## src/rtl/counter_arbiter_pkg.sv

```systemverilog
// Shared types and constants for the counter arbiter: FSM state encoding,
// the default counter width and the round-robin pointer increment.
package counter_arb_pkg;

  typedef enum logic [1:0] {
    IDLE  = 2'd0,
    CLEAR = 2'd1,
    RUN   = 2'd2,
    DONE  = 2'd3
  } arb_state_e;

  localparam int DEFAULT_CNT_W = 4;

  // Modulo-n increment used to move the round-robin pointer past a winner.
  function automatic int next_index(input int idx, input int n);
    return (idx + 1 >= n) ? 0 : idx + 1;
  endfunction

endpackage

```

## src/rtl/counter_arbiter_if.sv

```systemverilog
// Requester bus plus the shared counter pins, bundled for the arbiter.
// The slave modport is the arbiter's view; master is the requester/counter side.
interface counter_arbiter_if
  import counter_arb_pkg::*;
#(
  parameter int N_REQ = 4,
  parameter int CNT_W = DEFAULT_CNT_W
);

  logic [N_REQ-1:0]       req;
  logic [N_REQ*CNT_W-1:0] req_len;
  logic [N_REQ-1:0]       grant;
  logic [N_REQ-1:0]       done;
  logic                   busy;
  logic                   ctr_reset;
  logic                   ctr_enable;
  logic [CNT_W-1:0]       ctr_value;

  modport master (
    output req, req_len, ctr_value,
    input  grant, done, busy, ctr_reset, ctr_enable
  );

  modport slave (
    input  req, req_len, ctr_value,
    output grant, done, busy, ctr_reset, ctr_enable
  );

endinterface

```

## src/rtl/counter_arbiter_rr_picker.sv

```systemverilog
// Combinational round-robin picker: rotate the request vector so rr_ptr sits
// at bit 0, take the lowest set bit, then rotate the one-hot result back.
module rr_picker #(
  parameter int N_REQ = 4,
  parameter int PTR_W = $clog2(N_REQ)
) (
  input  logic [N_REQ-1:0] req,
  input  logic [PTR_W-1:0] rr_ptr,
  output logic [N_REQ-1:0] pick,
  output logic             valid
);

  logic [N_REQ-1:0] req_rot;
  logic [N_REQ-1:0] pick_rot;
  logic             found;

  always_comb begin
    req_rot  = '0;
    pick_rot = '0;
    pick     = '0;
    found    = 1'b0;

    for (int i = 0; i < N_REQ; i++) begin
      req_rot[i] = req[PTR_W'((i + int'(rr_ptr)) % N_REQ)];
    end

    for (int i = 0; i < N_REQ; i++) begin
      if (req_rot[i] && !found) begin
        pick_rot[i] = 1'b1;
        found       = 1'b1;
      end
    end

    for (int i = 0; i < N_REQ; i++) begin
      pick[PTR_W'((i + int'(rr_ptr)) % N_REQ)] = pick_rot[i];
    end

    valid = |req;
  end

endmodule

```

## src/rtl/counter_arbiter.sv

```systemverilog
// Shares one external counter among N_REQ requesters: round-robin grant,
// one-cycle counter clear, req_len cycles of enable, then a done pulse.
module counter_arbiter
  import counter_arb_pkg::*;
#(
  parameter int N_REQ = 4,
  parameter int CNT_W = DEFAULT_CNT_W
) (
  input logic              clk,
  input logic              reset,
  counter_arbiter_if.slave bus
);

  localparam int PTR_W = $clog2(N_REQ);

  arb_state_e       state_q, state_d;
  logic [N_REQ-1:0] grant_q, grant_d;
  logic [N_REQ-1:0] done_q, done_d;
  logic [CNT_W-1:0] target_q, target_d;
  logic [PTR_W-1:0] rr_ptr_q, rr_ptr_d;
  logic             busy_q, busy_d;
  logic             ctr_reset_q, ctr_reset_d;
  logic             ctr_enable_q, ctr_enable_d;

  logic [N_REQ-1:0] pick;
  logic             pick_valid;
  logic [CNT_W-1:0] pick_len;
  logic [PTR_W-1:0] winner_idx;
  logic [PTR_W-1:0] next_ptr;
  logic             owner_live;
  logic             run_last;

  rr_picker #(
    .N_REQ (N_REQ),
    .PTR_W (PTR_W)
  ) u_picker (
    .req    (bus.req),
    .rr_ptr (rr_ptr_q),
    .pick   (pick),
    .valid  (pick_valid)
  );

  always_comb begin
    pick_len   = '0;
    winner_idx = '0;
    for (int i = 0; i < N_REQ; i++) begin
      if (pick[i]) pick_len = bus.req_len[i*CNT_W +: CNT_W];
      if (grant_q[i]) winner_idx = PTR_W'(i);
    end
    next_ptr   = PTR_W'(next_index(int'(winner_idx), N_REQ));
    owner_live = |(grant_q & bus.req);
    // The counter was cleared before RUN, so it reads target-1 on the last enabled cycle.
    run_last   = (bus.ctr_value == (target_q - CNT_W'(1)));
  end

  always_ff @(posedge clk) begin
    if (!reset) begin
      state_q      <= IDLE;
      grant_q      <= '0;
      done_q       <= '0;
      target_q     <= '0;
      rr_ptr_q     <= '0;
      busy_q       <= 1'b0;
      ctr_reset_q  <= 1'b0;
      ctr_enable_q <= 1'b0;
    end else begin
      state_q      <= state_d;
      grant_q      <= grant_d;
      done_q       <= done_d;
      target_q     <= target_d;
      rr_ptr_q     <= rr_ptr_d;
      busy_q       <= busy_d;
      ctr_reset_q  <= ctr_reset_d;
      ctr_enable_q <= ctr_enable_d;
    end
  end

  always_comb begin
    state_d = state_q;
    case (state_q)
      IDLE: begin
        if (pick_valid) state_d = CLEAR;
      end
      CLEAR: begin
        if (!owner_live)          state_d = IDLE;
        else if (target_q == '0)  state_d = DONE;
        else                      state_d = RUN;
      end
      RUN: begin
        if (!owner_live)   state_d = IDLE;
        else if (run_last) state_d = DONE;
      end
      DONE: begin
        state_d = IDLE;
      end
      default: begin
        state_d = IDLE;
      end
    endcase
  end

  // Registered outputs are derived from the transition being taken, so every
  // pin changes on the same edge as the state it belongs to.
  always_comb begin
    grant_d      = grant_q;
    target_d     = target_q;
    rr_ptr_d     = rr_ptr_q;
    done_d       = '0;
    ctr_reset_d  = 1'b0;
    ctr_enable_d = 1'b0;
    busy_d       = (state_d != IDLE);

    case (state_q)
      IDLE: begin
        if (pick_valid) begin
          grant_d     = pick;
          target_d    = pick_len;
          ctr_reset_d = 1'b1;
        end
      end
      CLEAR, RUN: begin
        if (state_d == IDLE) begin
          grant_d  = '0;
          rr_ptr_d = next_ptr;
        end else if (state_d == DONE) begin
          done_d = grant_q;
        end else begin
          ctr_enable_d = 1'b1;
        end
      end
      DONE: begin
        grant_d  = '0;
        rr_ptr_d = next_ptr;
      end
      default: begin
        grant_d = '0;
      end
    endcase
  end

  assign bus.grant      = grant_q;
  assign bus.done       = done_q;
  assign bus.busy       = busy_q;
  assign bus.ctr_reset  = ctr_reset_q;
  assign bus.ctr_enable = ctr_enable_q;

endmodule

```

## src/flat_wrapper.sv

```systemverilog
// flat-port wrapper written by rule: the top's interface ports become plain ports
module counter_arbiter_flat import counter_arb_pkg::*;
#(
  parameter int N_REQ = 4,
  parameter int CNT_W = DEFAULT_CNT_W
)
  (clk, reset, bus_req, bus_req_len, bus_ctr_value, bus_grant, bus_done, bus_busy, bus_ctr_reset, bus_ctr_enable);
  counter_arbiter_if #(.N_REQ(N_REQ), .CNT_W(CNT_W)) bus_i ();
  input logic clk;
  input logic reset;
  input wire logic [$bits(bus_i.req)-1:0] bus_req;
  input wire logic [$bits(bus_i.req_len)-1:0] bus_req_len;
  input wire logic [$bits(bus_i.ctr_value)-1:0] bus_ctr_value;
  output wire logic [$bits(bus_i.grant)-1:0] bus_grant;
  output wire logic [$bits(bus_i.done)-1:0] bus_done;
  output wire logic [$bits(bus_i.busy)-1:0] bus_busy;
  output wire logic [$bits(bus_i.ctr_reset)-1:0] bus_ctr_reset;
  output wire logic [$bits(bus_i.ctr_enable)-1:0] bus_ctr_enable;
  assign bus_i.req = bus_req;
  assign bus_i.req_len = bus_req_len;
  assign bus_i.ctr_value = bus_ctr_value;
  assign bus_grant = bus_i.grant;
  assign bus_done = bus_i.done;
  assign bus_busy = bus_i.busy;
  assign bus_ctr_reset = bus_i.ctr_reset;
  assign bus_ctr_enable = bus_i.ctr_enable;
  counter_arbiter #(.N_REQ(N_REQ), .CNT_W(CNT_W)) u_core (.clk(clk), .reset(reset), .bus(bus_i));
endmodule
```

## config.mk

```make
export PLATFORM = sky130hd
export DESIGN_NAME = counter_arbiter_flat
export DESIGN_NICKNAME = d
export VERILOG_FILES = /design/src/rtl/counter_arbiter_pkg.sv /design/src/rtl/counter_arbiter_if.sv /design/src/rtl/counter_arbiter_rr_picker.sv /design/src/rtl/counter_arbiter.sv /design/src/flat_wrapper.sv
export SDC_FILE = /design/constraint.sdc
export NUM_CORES = 1
export LEC_CHECK = 0
export BUFFER_PORTS_ARGS = -buffer_cell sky130_fd_sc_hd__buf_2
export CAP_MARGIN = 20
export CORE_MARGIN = 1.5
export CORE_UTILIZATION = 55
export DETAILED_ROUTE_END_ITERATION = 6
export HOLD_SLACK_MARGIN = 0.02
export PLACE_DENSITY = 0.82
export SYNTH_ARGS = -nofsm -noshare
export SYNTH_HDL_FRONTEND = slang
export SYNTH_SLANG_ARGS = --single-unit
```

## constraint.sdc

```tcl
create_clock -name clk -period 3.4 [get_ports clk]
set_input_delay 0.34 -clock clk [delete_from_list [all_inputs] [get_ports clk]]
set_output_delay 0.34 -clock clk [all_outputs]
set_load 0.02 [all_outputs]
```

==> run_results.csv <==
group,metric,value,unit
outcome,status,"complete, no violations",
logic_synthesis,netlist_area,0.00177,sq mm
logic_synthesis,syn_nets,243,
critical_path,criticalPathCategory,"reg2reg",
pwr,p_per_area,721,mW/mm^2
layout,final_common_cell,"buf_2",
logic_synthesis,yosys_warnings,0,
cts,h-tree-depth,1,
global_routing,grt_pass1_vias,1498,
timing,skew,0.00120,ns
place,gp_congestion,0.893,
critical_path,critical_path_required,3.63,ns
die,die_x,59.7,um
layout,synthToLayoutAreaGrowth,11.3,%
global_routing,grt_max_degree,15,
cts,insertion_delay,0.31,ns
timing,rsz0062_at_grt,"false",
timing,tightest_slew,0.530,ns
timing,maxSlewHeadroom,0.644,
global_routing,grt_use_total,0.235,
route,drc,0,
timing,setup_viol,0,
critical_path,path_max_fanout,13,
layout,num-nets-final,276,
pwr,ir_drop,0.341,mV
place,io_buffers,36,
route,drtPass1Iterations,4,
global_routing,gr-total-overflow,0,
timing,tns,0,ns
die,design.core.area,0.00305,sq mm
die,rows,20,
logic_synthesis,avgSynthCellArea,8.64,sq um
hold_path,min_path_type,"in2reg",
logic_synthesis,synth_edf_count,0,
logic_synthesis,ys_seq_area_frac,0.215,
logic_synthesis,yosysTopAreaCellShare,0.215,
layout,instances_no_fill,281,
cts,clk_pin_slew,0.11,ns
critical_path,crit_path_start_kind,"flip-flop",
cts,numCtsBuffers,3,
global_routing,antenna_found_initial,0,
cts,numClockSinks,19,
layout,post-route-util,0.645,
logic_synthesis,synth_ff_type,"dfxtp_1",
logic_synthesis,synth_top_family_by_area,"compound AO/OA/AOI/OAI gates",
timing,fmax,0.338,GHz
route,wl_per_cell,13.7,um
die,die_area,0.00357,sq mm
logic_synthesis,synth-compound-area-share,0.265,
cts,root_buffer,"clkbuf_4",
layout,insertedDiodeCount,0,
place,post-place-cells,277,
logic_synthesis,synth-simple-area-share,0.231,
logic_synthesis,synth_mux_area_frac,0.0898,
route,via_count,1618,
logic_synthesis,synth_cells,205,
critical_path,crit_arrival,3.18,ns
logic_synthesis,synth_fa_ha_area_frac,0.0848,
timing,finalHoldViolations,0,
place,dpl.hpwl,3070,um
route,postRouteAntennaNets,0,
layout,drive_gt1_frac,0.249,
flow_run,drv_cap,0,
cts,cts_setup_buffers,0,
die,start_util,0.580,
timing,final_max_slew_viol_count,0,
route,viasPerCell,5.76,
cts,cts_hold_buf,0,
logic_synthesis,ys_async_sr_fraction,0,
logic_synthesis,synth_top_cells_by_area,"dfxtp_1 21%, ha_1 8.5%, mux2i_1 4.5%",
cts,cts_resized,0,
route,routed_wl,3850,um
cts,tritoncts,"built",
logic_synthesis,yosysUniqueCellTypes,59,
logic_synthesis,synth_area_leader_cell,"dfxtp_1",
route,drtIter0Drc,53,
cts,clk_path_buf_depth,2,
die,io_pins,37,
timing,fin_crit,2.95,ns
global_routing,grt_pass1_wl,6460,um
timing,min_period_over_period,0.869,
layout,mostFrequentLayoutCells,"36 x buf_2, 19 x nand2_1, 19 x dfxtp_1",
pwr,leakage,0.849,nW
critical_path,cp-end-kind,"flip-flop",
die,fp.dieH,59.7,um
logic_synthesis,synthXorXnorAreaFrac,0.0375,
logic_synthesis,ys_ff_latch,19,
-- layer usage --
layer,GRT usage,up-vias,routed length (um)
li1,-,816,-
met1,0.291,750,1670
met2,0.402,42,1930
met3,0.0260,10,140
met4,0.111,0,107
met5,0,-,0
-- registers in the layout, indices dropped and copies added, names as in the netlist --
register	count
u_core.bus.done	4
u_core.bus.grant	4
u_core.target_q	4
u_core.rr_ptr_q	2
u_core.state_q	2
u_core.bus.busy	1
u_core.bus.ctr_enable	1
u_core.bus.ctr_reset	1
-- kinds of logic (layout without fill, tap and decap cells) --
family          Yosys count  after routing
xor+xnor                  6              6
mux                      12             12
fa+ha+maj                12             12
compound gates           59             59
simple gates             71             71
buf+inv                  26             58
flops                    19             19
-- final cells by class --
class                           instances  area (sq um)
Fill cell                             275          1080
Inverter                               17          63.8
Timing Repair Buffer                   37           188
Multi-Input combinational cell        160          1250
Sequential cell                        19           380
Clock inverter                          1          7.51
Clock buffer                            3          22.5
Tap cell                               44          55.1
-- per-stage QoR --
step	worst slack [ns]	power, mW	hold WS [ns]	instance area [sq um]
2_1_floorplan	0.866	1.15	0.457	1770
3_3_place_gp	0.574	1.28	0.483	1940
3_5_place_dp	0.474	1.30	0.489	1940
4_1_cts	0.427	1.42	0.259	1970
5_1_grt	0.124	1.55	0.280	1970
6_report	0.445	1.42	0.254	1970
-- worst paths after layout --
kind                                    start                               end  slack (ns)  cells past startpoint
min reg2reg  u_core.bus.grant[0]$_SDFFE_PN0P_  u_core.bus.grant[0]$_SDFFE_PN0P_        0.51                      2
max reg2reg   u_core.rr_ptr_q[0]$_SDFFE_PN0P_   u_core.target_q[1]$_SDFFE_PN0P_        0.45                      8
max           u_core.rr_ptr_q[0]$_SDFFE_PN0P_   u_core.target_q[1]$_SDFFE_PN0P_        0.45                      8
min                           bus_req_len[14]   u_core.target_q[2]$_SDFFE_PN0P_        0.25                      3
-- synth_stat cells (all sizes together) (3+ instances only) --
cell and instances:
dfxtp 19, nand2 19, inv 17, ha 12, a21oi 9, mux2i 8, nor2 8, o21ai 8
a311oi 7, a31oi 7, and2 7, nor2b 7, a22o 6, buf 6, nand2b 5, nor3b 4
o211ai 4, o31ai 4, mux4 3, nor3 3, or3 3, xor2 3
-- worst max-delay path, stage by stage (launching register included) --
cell and delay, ns:
dfxtp_1 0.63, inv_1 0.12, ha_1 0.50, mux4_2 0.61
nor4b_2 0.19, a31oi_2 0.27, and3_4 0.25, a311oi_1 0.09
o31ai_1 0.20
-- power breakdown --
part / leakage, nW / switching [mW] / internal (mW)
logic: 0.680 / 0.500 / 0.438
clock network: 0.0139 / 0.0735 / 0.0450
registers: 0.155 / 0.0759 / 0.288
Note: power is estimated with default switching activity, not from simulation.
